`config.mk`:
```
export PLATFORM = sky130hd
export DESIGN_NAME = rglib_rotate_pipe
export DESIGN_NICKNAME = d
export VERILOG_FILES = /design/src/rtl/rglib_rotate_pipe_pkg.sv /design/src/rtl/rglib_rotate_lane.sv /design/src/rtl/rglib_rotate_pipe.sv
export SDC_FILE = /design/constraint.sdc
export NUM_CORES = 1
export LEC_CHECK = 0
export CORE_MARGIN = 2
export CORE_UTILIZATION = 31
export DETAILED_ROUTE_END_ITERATION = 8
export GPL_TIMING_DRIVEN = 0
export PLACE_DENSITY_LB_ADDON = 0.05
export SYNTH_ARGS = -nofsm -noshare
export SYNTH_HDL_FRONTEND = slang
export SYNTH_SLANG_ARGS = --single-unit
```
`constraint.sdc`:
```
create_clock -name clk -period 2.48 [get_ports clk]
set_input_delay 0.62 -clock clk [delete_from_list [all_inputs] [get_ports clk]]
set_output_delay 0.62 -clock clk [all_outputs]
set_load 0.02 [all_outputs]
```
`src/rtl/rglib_rotate_pipe_pkg.sv`:
```
// rglib_rotate_pkg: shared mode encoding and the single-stage rotate/shift helper.
package rglib_rotate_pkg;
  localparam int MAX_W = 256;
  localparam int IW = $clog2(MAX_W);
  typedef enum logic [2:0] {ROL, ROR, SLL, SRL, SRA} mode_e;
  // Applies one log-stage shift of shift_pow to the low width bits; codes above SRA pass through.
  function automatic logic [MAX_W-1:0] rot_stage(input logic [MAX_W-1:0] data, input int width,
                                                 input int shift_pow, input mode_e mode, input logic en);
    logic [MAX_W-1:0] r;
    r = '0;
    for (int i = 0; i < width; i++)
      r[i] = !en || mode > SRA ? data[IW'(i)] :
             mode == ROL ? data[IW'((i - shift_pow + width) % width)] :
             mode == ROR ? data[IW'((i + shift_pow) % width)] :
             mode == SLL ? (i >= shift_pow ? data[IW'(i - shift_pow)] : 1'b0) :
             i + shift_pow < width ? data[IW'(i + shift_pow)] :
             mode == SRA ? data[IW'(width - 1)] : 1'b0;
    return r;
  endfunction
endpackage

```
`src/rtl/rglib_rotate_lane.sv`:
```
// rglib_rotate_lane: combinational log-shifter slice for one stage of one lane.
import rglib_rotate_pkg::*;
module rglib_rotate_lane #(
  parameter int DATA_WIDTH = 32,
  parameter int STAGE = 0
)(
  input  logic [DATA_WIDTH-1:0] d,
  input  logic                  en,
  input  mode_e                 mode,
  output logic [DATA_WIDTH-1:0] q
);
  assign q = DATA_WIDTH'(rot_stage(MAX_W'(d), DATA_WIDTH, 1 << STAGE, mode, en));
endmodule

```
`src/rtl/rglib_rotate_pipe.sv`:
```
// rglib_rotate_pipe: pipelined multi-lane rotate/shift with valid/ready backpressure.
// Optional beat counter port beat_cnt enabled by RGLIB_ROTATE_PIPE_CNT_EN.
import rglib_rotate_pkg::*;
module rglib_rotate_pipe #(
  parameter int DATA_WIDTH = 32,
  parameter int LANE_NUM = 1,
  parameter logic [$clog2(DATA_WIDTH)-1:0] REG_MASK = 'b10100
)(
  input  logic                                   clk,
  input  logic                                   kill,
  input  logic                                   in_valid,
  output logic                                   in_ready,
  input  logic [LANE_NUM*DATA_WIDTH-1:0]         in,
  input  logic [LANE_NUM*$clog2(DATA_WIDTH)-1:0] rotate_val,
  input  mode_e                                  mode,
  output logic                                   out_valid,
  input  logic                                   out_ready,
  output logic [LANE_NUM*DATA_WIDTH-1:0]         out
`ifdef RGLIB_ROTATE_PIPE_CNT_EN
  , output logic [31:0]                          beat_cnt
`endif
);
  localparam int RS = $clog2(DATA_WIDTH);
  localparam int LW = LANE_NUM * DATA_WIDTH;
  localparam logic [RS-1:0] MASK = REG_MASK | (RS'(1) << (RS - 1));
  if (DATA_WIDTH < 2 || (DATA_WIDTH & (DATA_WIDTH - 1)) != 0 || DATA_WIDTH > MAX_W) begin : g_bad_width
    $error("rglib_rotate_pipe: DATA_WIDTH must be a power of two in 2..%0d", MAX_W);
  end
  logic [LW-1:0] d [RS+1];
  logic v [RS+1];
  logic r [RS+1];
  logic [LANE_NUM*RS-1:0] a [RS];
  mode_e m [RS];
  assign d[0] = in;
  assign v[0] = in_valid;
  assign a[0] = rotate_val;
  assign m[0] = mode;
  assign r[RS] = out_ready;
  assign in_ready = r[0];
  assign out = d[RS];
  assign out_valid = v[RS];
  for (genvar s = 0; s < RS; s++) begin : g_stage
    logic [LW-1:0] c;
    for (genvar l = 0; l < LANE_NUM; l++) begin : g_lane
      rglib_rotate_lane #(.DATA_WIDTH(DATA_WIDTH), .STAGE(s)) u_lane (
        .d(d[s][l*DATA_WIDTH +: DATA_WIDTH]),
        .en(a[s][l*RS + s]),
        .mode(m[s]),
        .q(c[l*DATA_WIDTH +: DATA_WIDTH])
      );
    end
    if (MASK[s]) begin : g_reg
      logic vq;
      logic [LW-1:0] dq;
      always_ff @(posedge clk)
        if (!kill) begin
          vq <= 1'b0;
          dq <= '0;
        end else if (r[s]) begin
          vq <= v[s];
          dq <= c;
        end
      assign r[s] = !vq || r[s+1];
      assign v[s+1] = vq;
      assign d[s+1] = dq;
      if (s < RS - 1) begin : g_ctl
        logic [LANE_NUM*RS-1:0] aq;
        mode_e mq;
        always_ff @(posedge clk)
          if (!kill) begin
            aq <= '0;
            mq <= ROL;
          end else if (r[s]) begin
            aq <= a[s];
            mq <= m[s];
          end
        assign a[s+1] = aq;
        assign m[s+1] = mq;
      end
    end else begin : g_comb
      assign r[s] = r[s+1];
      assign v[s+1] = v[s];
      assign d[s+1] = c;
      assign a[s+1] = a[s];
      assign m[s+1] = m[s];
    end
  end
`ifdef RGLIB_ROTATE_PIPE_CNT_EN
  always_ff @(posedge clk)
    if (!kill) beat_cnt <= '0;
    else if (out_valid && out_ready) beat_cnt <= beat_cnt + 32'd1;
`endif
endmodule

```
# Yosys cells after proc, flatten, opt, wreduce, memory -nomap -nowiden
# Index checks and enable logic that the tools add are counted.
[classes]
n_eq_ne = 6
n_mux = 645
n_lt_le_gt_ge = 2
reduce_logical = 16
[ops]
columns = ["op", "n"]
rows = [
  ["1-bit 2-to-1 mux", 645],
  ["1-bit logical NOT", 7],
  ["1-bit logical OR", 7],
  ["3-bit by 1-bit == test with 1-bit output, second input constant", 2],
  ["3-bit by 2-bit == test with 1-bit output, second input constant", 2],
  ["3-bit == test, second input constant", 2],
  ["3-bit > comparator, second input constant", 2],
  ["3-bit logical NOT", 2],
]
[totals]
reg_bits = 74
out_inout_bits = 34
word_cells = 675

# Longest topological paths before layout
# Gate-level depths: netlist of the first run.
[depth]
word_depth = 16
depth_mapped = 10
mapped_depth_nobuf = 7

# Modules after synthesis
# Synthesis of the first run repeated with hierarchy kept, for this count alone.
[hier_totals]
hier_cells = 922
hier_area_um2 = 6655.1
[by_module_without_submodules]
columns = ["module", "area_each_um2", "cells_each", "n_inst"]
rows = [
  ["rglib_rotate_pipe", 2626.3, 311, 1],
  ["rglib_rotate_lane (g_stage[0].g_lane[0].u_lane)", 880.8, 122, 1],
  ["rglib_rotate_lane (g_stage[1].g_lane[0].u_lane)", 877.1, 124, 1],
  ["rglib_rotate_lane (g_stage[3].g_lane[0].u_lane)", 817.0, 156, 1],
  ["rglib_rotate_lane (g_stage[2].g_lane[0].u_lane)", 773.2, 111, 1],
  ["rglib_rotate_lane (g_stage[4].g_lane[0].u_lane)", 680.7, 98, 1],
]

# Least setup slack after synthesis of the first run
# OpenSTA, ideal clock, no wires.
[synth_timing]
kind = "in2out"
startpoint = "input port out_ready"
endpoint = "output port in_ready"
slack_ns = 0.140
stages = 6
arrival_ns = 1.720
cell_sequence = "nor2b_1 -> clkbuf_1 -> and2_1 -> inv_1 -> clkbuf_1 -> buf_1"
[synth_via]
elab_chain_len = 2
[synth_lines]
columns = ["item", "line_no", "source"]
rows = [
  ["start, declared", "rglib_rotate_pipe.sv:17", "input logic out_ready,"],
  ["1-bit logical OR (2 in a row)", "rglib_rotate_pipe.sv:63", "assign r[s] = !vq || r[s+1];"],
  ["end, declared", "rglib_rotate_pipe.sv:12", "output logic in_ready,"],
]
# No other way between the ends.

# Worst setup path after layout of the first run
[layout_timing]
startpoint = "input port mode[2]"
endpoint = "register g_stage[2].g_reg.dq[23]"
[layout_via]
elab_chain_len = 13
[layout_lines]
columns = ["item", "line_no", "source"]
rows = [
  ["start, declared", "rglib_rotate_pipe.sv:15", "input mode_e mode,"],
  ["3-bit by 2-bit == test with 1-bit output", "rglib_rotate_pipe_pkg.sv:15", "mode == SLL ? (i >= shift_pow ? data[IW'(i - shift_pow)] : 1'b0) :"],
  ["1-bit 2-to-1 mux", "rglib_rotate_pipe_pkg.sv:15", ""],
  ["1-bit 2-to-1 mux", "rglib_rotate_pipe_pkg.sv:14", "mode == ROR ? data[IW'((i + shift_pow) % width)] :"],
  ["1-bit 2-to-1 mux", "rglib_rotate_pipe_pkg.sv:13", "mode == ROL ? data[IW'((i - shift_pow + width) % width)] :"],
  ["1-bit 2-to-1 mux", "rglib_rotate_pipe_pkg.sv:12", "r[i] = !en || mode > SRA ? data[IW'(i)] :"],
  ["1-bit 2-to-1 mux", "rglib_rotate_pipe_pkg.sv:15", ""],
  ["1-bit 2-to-1 mux", "rglib_rotate_pipe_pkg.sv:14", ""],
  ["1-bit 2-to-1 mux", "rglib_rotate_pipe_pkg.sv:13", ""],
  ["1-bit 2-to-1 mux", "rglib_rotate_pipe_pkg.sv:12", ""],
  ["1-bit 2-to-1 mux", "rglib_rotate_pipe_pkg.sv:15", ""],
  ["1-bit 2-to-1 mux", "rglib_rotate_pipe_pkg.sv:14", ""],
  ["1-bit 2-to-1 mux", "rglib_rotate_pipe_pkg.sv:13", ""],
  ["1-bit 2-to-1 mux (*)", "rglib_rotate_pipe_pkg.sv:12", ""],
  ["end signal, assigned", "rglib_rotate_pipe.sv:58", "dq <= '0;"],
  ["end signal, assigned", "rglib_rotate_pipe.sv:61", "dq <= c;"],
  ["end, declared", "rglib_rotate_pipe.sv:54", "logic [LW-1:0] dq;"],
]
# Mark *: on every way between the ends. The rest lies on a longest branch, timed or not.
# A chain may end at the register's enable or synchronous reset.

==> summary.md, run 1 <==
| Metric | Value |
|---|---|
| Non-Filler Instances | `around 1,400` |
| DRT Pass-1 Iters | `6` |
| Post-synthesis cell count | `987` |
| Most common cell after layout, fill and taps aside | `a21oi_1` |
| Net Sw Frac | `0.390` |
| Yosys reg bits | `71` |
| First-pass GRT wire length | `52,900 um` |
| Post-Synth Simple-Gate Area | `0.222` |
| XOR/XNOR Fraction of Synth Area | `0` |
| Ys flop type | `dfxtp_1` |
| Core ar. | `about 22,000 sq um` |
| Mapped Area | `roughly 7000 sq um` |
| DRC viols | `0` |
| Fin crit share | `0.983` |
| Required @ worst endpoint | `between 2 and 3 ns` |
| Io pins | `78` |
| Total chip power | `~4400 uW` |
| Commonest non-fill, non-tap cells in the layout | `a21oi_1, nand2_1, nor2_1` |
| Seq pwr share | `0.318` |
| F_max | `slightly above 0.4 GHz` |
| Die height | `between 150 and 200 um` |
| Num CTS Buffers | `9` |
| GRT Total Usage | `0.292` |
| Wire length per cell | `between 20 and 30 um` |
| Hold Path Class | `register to register` |
| Share of layout cells above drive strength 1 | `0.193` |
| Ys async rst share | `0` |
| Synthesized area per cell | `between 7 and 8 sq um` |
| Worst r2r path cells | `6` |
| Hold_buf cts | `0` |
| Slew Limit Fails | `0` |
| Hold path depth | `2` |
| Starting Density | `0.319` |
| Setup slack after layout | `about 0.042 ns` |
| Comb power frac | `0.413` |
| Critical Path AT | `roughly 2.7 ns` |
| Final hold violation count | `0` |
| Port-buffer cells | `between 60 and 70` |
| Top-area cell type share of the netlist area | `0.203` |
| Final setup viols | `0` |
| Max-cap violation count | `0` |
| Root Driver | `clkbuf_16` |
| Clk pin slew, worst setup/hold paths | `0.05 ns` |
| Yosys warning total | `0` |
| Clock power frac | `0.269` |
| Max VDD drop | `~0.3 mV` |
| Final setup skew | `0.00738 ns` |
| Worst Path Max Fanout | `10` |
| Final #Nets | `1,120` |
| Detail Route Antenna Nets | `0` |
| Largest area contributor in the synthesized netlist | `dfxtp_1` |
| Worst skew pair latency | `approximately 0.33 ns` |
| Area delta synth->final | `24.6%` |
| Fill count | `about 2,300` |
| Via count | `8,630` |
| Remaining global-route overflow | `0` |
| Fraction of synthesized area in multiplexers | `0.125` |
| PwrDens | `roughly 500 nW/um^2` |
| Rows | `54` |
| Placed cell count | `~1,300` |
| Initial antenna violation count | `0` |
| Worst setup SP type | `primary input` |
| Worst setup path category | `primary input to register` |
| Max_slew headroom | `0.486` |
| Netlist cell types | `about 70` |
| DIE AREA | `about 24,000 sq um` |
| Routed WL | `about 35,000 um` |
| Synth area leaders | `dfxtp_1, a21oi_1, nand2_1, mux2i_1, mux2_2` |
| Number of synthesized flops with an enable pin | `0` |
| Worst Tran Pin Value | `~0.77 ns` |
| Worst Setup End Kind | `register` |
| Maximum clock path buffer count | `2` |
| Vias/cell | `6.35` |
| Clock sinks | `between 70 and 80` |
| Tmin final | `between 2 and 2.5 ns` |
| Internal power | `~2700 uW` |
| Post-synthesis compound-gate area fraction | `0.365` |
| Dpl ws | `-1.59 ns` |
| Final Wtd Congestion | `between 1 and 1.5` |
| Drt initial violations | `around 1,100` |
| Largest net degree at the start of global routing | `12` |
| Psw | `~1700 uW` |
| Status | `completed` |
| Hpwl dp | `26,100 um` |
| P_leak | `about 0.0032 uW` |
| Die width | `between 150 and 200 um` |
| Post-Syn Nets | `1,031` |
| Largest family of logic cells by synthesized area | `compound AO/OA/AOI/OAI gates` |
| Htree depth | `3` |
| Adder-cell area share of the yosys netlist | `0` |
| CTS tree | `built` |
| Ant. Diodes | `0` |
| Register area share after synthesis | `0.203` |
| Vias in the first global route | `8,239` |
## kinds of logic after synthesis
kind of cell / count (synthesis)
AND/OR/NAND/NOR: 332
flip-flops: 71
multiplexers: 80
buffers and inverters: 114
AO/OA/AOI/OAI: 390
## metrics by stage
| step | TNS, ns | hold slack [ns] | util | cell area, sq um |
|---|---|---|---|---|
| after floorplan | 0 | 0.432 | - | 7000 |
| final | 0 | 0.449 | 0.397 | 8720 |
| after global placement | -29.93 | 0.445 | 0.364 | 7990 |
| after CTS | 0 | 0.452 | 0.391 | 8580 |
| after global routing | -0.0404 | 0.471 | 0.397 | 8720 |
| after detailed placement | -28.41 | 0.445 | 0.364 | 7990 |
## power groups by stage
| stage | Sequential, uW | Clock, uW | Combinational (uW) |
|---|---|---|---|
| global route | 1400 | 1250 | 1900 |
| detailed placement | 1400 | 0 | 1630 |
| CTS | 1380 | 1200 | 1710 |
| finish | 1380 | 1170 | 1800 |
| floorplan | 1420 | 0 | 959 |
| global placement | 1400 | 0 | 1640 |
## routing by layer
layer | vias up | GRT usage | wire length (um)
li1 | 3862 | - | -
met1 | 4194 | 0.435 | 16300
met2 | 492 | 0.386 | 13600
met3 | 82 | 0.0891 | 3890
met4 | 0 | 0.109 | 1290
met5 | - | 0 | 0
## final cells by class
type | count | area (sq um) | area share
Buffer | 107 | 663 | 0.0761
Clock buffer | 11 | 243 | 0.0278
Clock inverter | 4 | 22.5 | 0.00258
Inverter | 5 | 25.0 | 0.00287
Multi-Input combinational cell | 802 | 5230 | 0.600
Sequential cell | 71 | 1420 | 0.163
Tap cell | 280 | 350 | 0.0402
Timing Repair Buffer | 80 | 758 | 0.0870
## registers in the layout, summed over array words and instances, names as in the netlist
signal and flops:
g_stage.g_reg.g_ctl.aq 2, g_stage.g_reg.g_ctl.mq 3, g_stage.g_reg.vq 1, g_stage.g_reg.dq 32, out_valid 1, out 32
## cells in the mapped netlist (8+ instances only)
cell type    n
a31oi_1     34
buf_6       11
o221a_2      8
a21oi_1    121
o22ai_1     16
nand3_1     10
or3b_2       8
buf_4       10
clkbuf_1    53
a211oi_1    45
nor2_1      96
buf_2       33
nand2b_1    47
nand2_1    119
nor3_1      10
o21ai_0     66
o221ai_1    26
dfxtp_1     71
nor3b_1     12
mux2i_1     43
and2_1       8
mux2_2      33
## final timing paths
| check | from | end | slack [ns] |
|---|---|---|---|
| worst max-delay path | mode[2] | g_stage[2].g_reg.dq[23] | 0.04 |
| worst min-delay path | out[17] | out[17] | 0.45 |
| worst max register to register | g_stage[2].g_reg.g_ctl.mq[2] | out[6] | 0.18 |
| worst min register to register | out[17] | out[17] | 0.45 |
## repair_timing
action                     4_1_cts  5_1_grt
resized for setup               79       47
buffers inserted                 9        7
pin swaps                        5        6
gates cloned                     0        0
setup endpoints to repair       51       57
## worst max-delay path: stages
cell and delay [ns]:
dlygate4sd2_1 0.28, buf_6 0.16, or2_1 0.21, buf_6 0.15, clkbuf_2 0.25, o21ai_0 0.28
o22ai_2 0.11, buf_4 0.18, buf_4 0.13, o21a_1 0.16, o21ai_1 0.15
Note: power is estimated with default switching activity, not from simulation.
==> run 2: changes to the inputs <==
CTS_CLUSTER_DIAMETER = 80   (was not set)
SETUP_SLACK_MARGIN = 0.5   (was not set)
==> summary.md, run 2 (synthesis gave the netlist of run 1 again) <==
| Metric | Value |
|---|---|
| P_leak | `0.00400 uW (was 0.00317 uW)` |
| CP top delay family | `multiplexers (was buffers and inverters)` |
| Ant. Diodes | `0 (unchanged)` |
| DRC viols | `0 (unchanged)` |
| CP most frequent cell | `buf_8` |
| R2r endpoint | `out[8] (was out[6])` |
| R2R setup slack | `0.56 ns (was 0.18 ns)` |
| Commonest non-fill, non-tap cells in the layout | `nand2_1, a21oi_1, nor2_1 (was a21oi_1, nand2_1, nor2_1)` |
| Final #Nets | `1,177 (was 1,120)` |
| Core ar. | `22,000 sq um (unchanged)` |
| Worst Tran Pin Value | `0.730 ns (was 0.772 ns)` |
| Maximum clock path buffer count | `2 (unchanged)` |
| Rows | `54 (unchanged)` |
| Htree depth | `3 (unchanged)` |
| DRT Pass-1 Iters | `5 (was 6)` |
| Hpwl dp | `25,800 um (was 26,100 um)` |
| Worst setup SP type | `primary input (unchanged)` |
| Root Driver | `clkbuf_16 (unchanged)` |
| Worst Path Max Fanout | `8 (was 10)` |
| Clk pin slew, worst setup/hold paths | `0.06 ns (was 0.05 ns)` |
| Share of layout cells above drive strength 1 | `0.391 (was 0.193)` |
| Slew Limit Fails | `0 (unchanged)` |
| Wire length per cell | `26.3 um (was 25.8 um)` |
| Max_slew headroom | `0.513 (was 0.486)` |
| Die height | `154 um (unchanged)` |
| Required @ worst endpoint | `2.68 ns (was 2.73 ns)` |
| Max VDD drop | `0.286 mV (was 0.299 mV)` |
| Remaining global-route overflow | `0 (unchanged)` |
| CP startpoint | `mode[2] (unchanged)` |
| Io pins | `78 (unchanged)` |
| Worst r2r path cells | `8 (was 6)` |
| Slowest-stage cell, CP | `mux4_2 (was dlygate4sd2_1)` |
| Final hold violation count | `0 (unchanged)` |
| Die width | `154 um (unchanged)` |
| DIE AREA | `23,800 sq um (unchanged)` |
| Routed WL | `37,300 um (was 35,000 um)` |
| CP Buf/Inv Count | `3 (was 6)` |
| Tmin final | `2.15 ns (was 2.44 ns)` |
| Detail Route Antenna Nets | `0 (unchanged)` |
| Fin crit share | `0.866 (was 0.983)` |
| GRT Total Usage | `0.308 (was 0.292)` |
| Drt initial violations | `996 (was 1,052)` |
| Via count | `9,102 (was 8,630)` |
| CTS tree | `built (unchanged)` |
| Hold Path Class | `register to register (unchanged)` |
| Initial antenna violation count | `0 (unchanged)` |
| Area delta synth->final | `58.1% (was 24.6%)` |
| Final Wtd Congestion | `0.960 (was 1.01)` |
| Starting Density | `0.319 (unchanged)` |
| First-pass GRT wire length | `56,000 um (was 52,900 um)` |
| F_max | `0.466 GHz (was 0.410 GHz)` |
| Clock sinks | `71 (unchanged)` |
| Largest net degree at the start of global routing | `12 (unchanged)` |
| Most common cell after layout, fill and taps aside | `nand2_1 (was a21oi_1)` |
| PwrDens | `454 nW/um^2 (was 500 nW/um^2)` |
| Num CTS Buffers | `9 (unchanged)` |
| Vias/cell | `6.42 (was 6.35)` |
| Port-buffer cells | `64 (unchanged)` |
| Slowest stage delay, CP | `0.54 ns (was 0.28 ns)` |
| Beginning of the worst hold path | `out[22] (was out[17])` |
| Critical path cell sequence | `buf_8 -> buf_8 -> or2_1 -> buf_6 -> mux2_4 -> mux4_2 -> nand2_2 -> o21a_1 -> a221oi_2 (was dlygate4sd2_1 -> buf_6 -> or2_1 -> buf_6 -> clkbuf_2 -> o21ai_0 -> o22ai_2 -> buf_4 -> buf_4 -> o21a_1 -> o21ai_1)` |
| Final setup viols | `0 (unchanged)` |
| RSZ-0062 raised after global routing | `true` |
| Hold path endpoint | `out[22] (was out[17])` |
| Max-cap violation count | `0 (unchanged)` |
| Status | `completed (unchanged)` |
| Final setup skew | `0.00544 ns (was 0.00738 ns)` |
| Final core utilization | `0.504 (was 0.397)` |
| Worst setup path category | `primary input to register (unchanged)` |
| Worst Setup End Kind | `register (unchanged)` |
| Worst skew pair latency | `0.34 ns (was 0.33 ns)` |
| Post-route cell area | `11,100 sq um (was 8720 sq um)` |
| Hold path depth | `2 (unchanged)` |
| Critical Path AT | `2.35 ns (was 2.69 ns)` |
| Vias in the first global route | `8,732 (was 8,239)` |
| Post-DP Area | `8150 sq um (was 7990 sq um)` |
| Reg2reg start | `g_stage[2].g_reg.g_ctl.mq[0] (was g_stage[2].g_reg.g_ctl.mq[2])` |
run 2: cell types whose count changed in the layout (fill, tap and decap cells not counted), sizes merged:
cell,before,now
buf,70,132
clkdlybuf4s15,0,6
clkdlybuf4s50,57,37
clkinv,3,1
dlygate4sd2,2,15
dlymetal6s2s,3,0
bufbuf,0,3
clkbuf,66,64
run 2: tightest hold or removal path: cells and delay by family (launching register included):
family / cells / cell delay, ns
DFF: 1 / 0.30
AOI/OAI and AO/OA: 1 / 0.05
and+or+nand+nor: 1 / 0.05
run 2: report_power, final:
| group | internal, uW | switching [uW] | leakage (uW) |
|---|---|---|---|
| Combinational | 1040 | 1340 | 0.00327 |
| Sequential | 1260 | 122 | 0.000591 |
| Clock | 754 | 502 | 0.000134 |
run 2: worst max path at each step:
stage                                  end  cells after the start
global route        g_stage[2].g_reg.dq[8]                      9
finish              g_stage[2].g_reg.dq[8]                      9
floorplan           g_stage[2].g_reg.dq[8]                      8
global placement                  in_ready                      8
detailed placement                in_ready                      8
CTS                               in_ready                      8
run 2: stage by stage:
stage	TNS (ns)	hold WS [ns]	setup WS, ns	instances	total power, uW
floorplan	0	0.432	0.271	987	2420
detailed placement	-26.91	0.443	-1.34	1331	3060
finish	0	0.451	0.333	1417	5020
CTS	0	0.451	0.321	1411	4760
global route	0	0.481	0.319	1417	5230
global placement	-28.17	0.443	-1.38	1331	3070
run 2: final cells by class:
| class | instances | area [sq um] |
|---|---|---|
| buffer | 109 | 1080 |
| clock buffer | 13 | 270 |
| clock inverter | 2 | 15.0 |
| fill | 2084 | 10900 |
| inverter | 5 | 31.3 |
| multi-input combinational | 802 | 6470 |
| sequential | 71 | 1430 |
| tap | 280 | 350 |
| timing repair buffer | 135 | 1420 |
run 2: what timing repair did:
action,in CTS,in global routing
pin swaps,92,53
setup endpoints to repair,71,65
hold endpoints to repair,0,0
hold buffers,0,0
setup buffers,57,5
resized for setup,378,155
gates cloned,8,1
run 2: per-layer routing:
| layer | vias to the layer above | share of wire | global-route usage |
|---|---|---|---|
| met5 | - | 0 | 0 |
| met4 | 0 | 0.029 | 0.0908 |
| met3 | 93 | 0.11 | 0.0754 |
| met2 | 595 | 0.40 | 0.426 |
| met1 | 4429 | 0.46 | 0.463 |
| li1 | 3985 | - | - |
==> run 3: changes to the inputs <==
CAP_MARGIN = 5   (was not set)
==> results of run 3 <==
Final layout, timing and power as in run 2 (identical DEF).
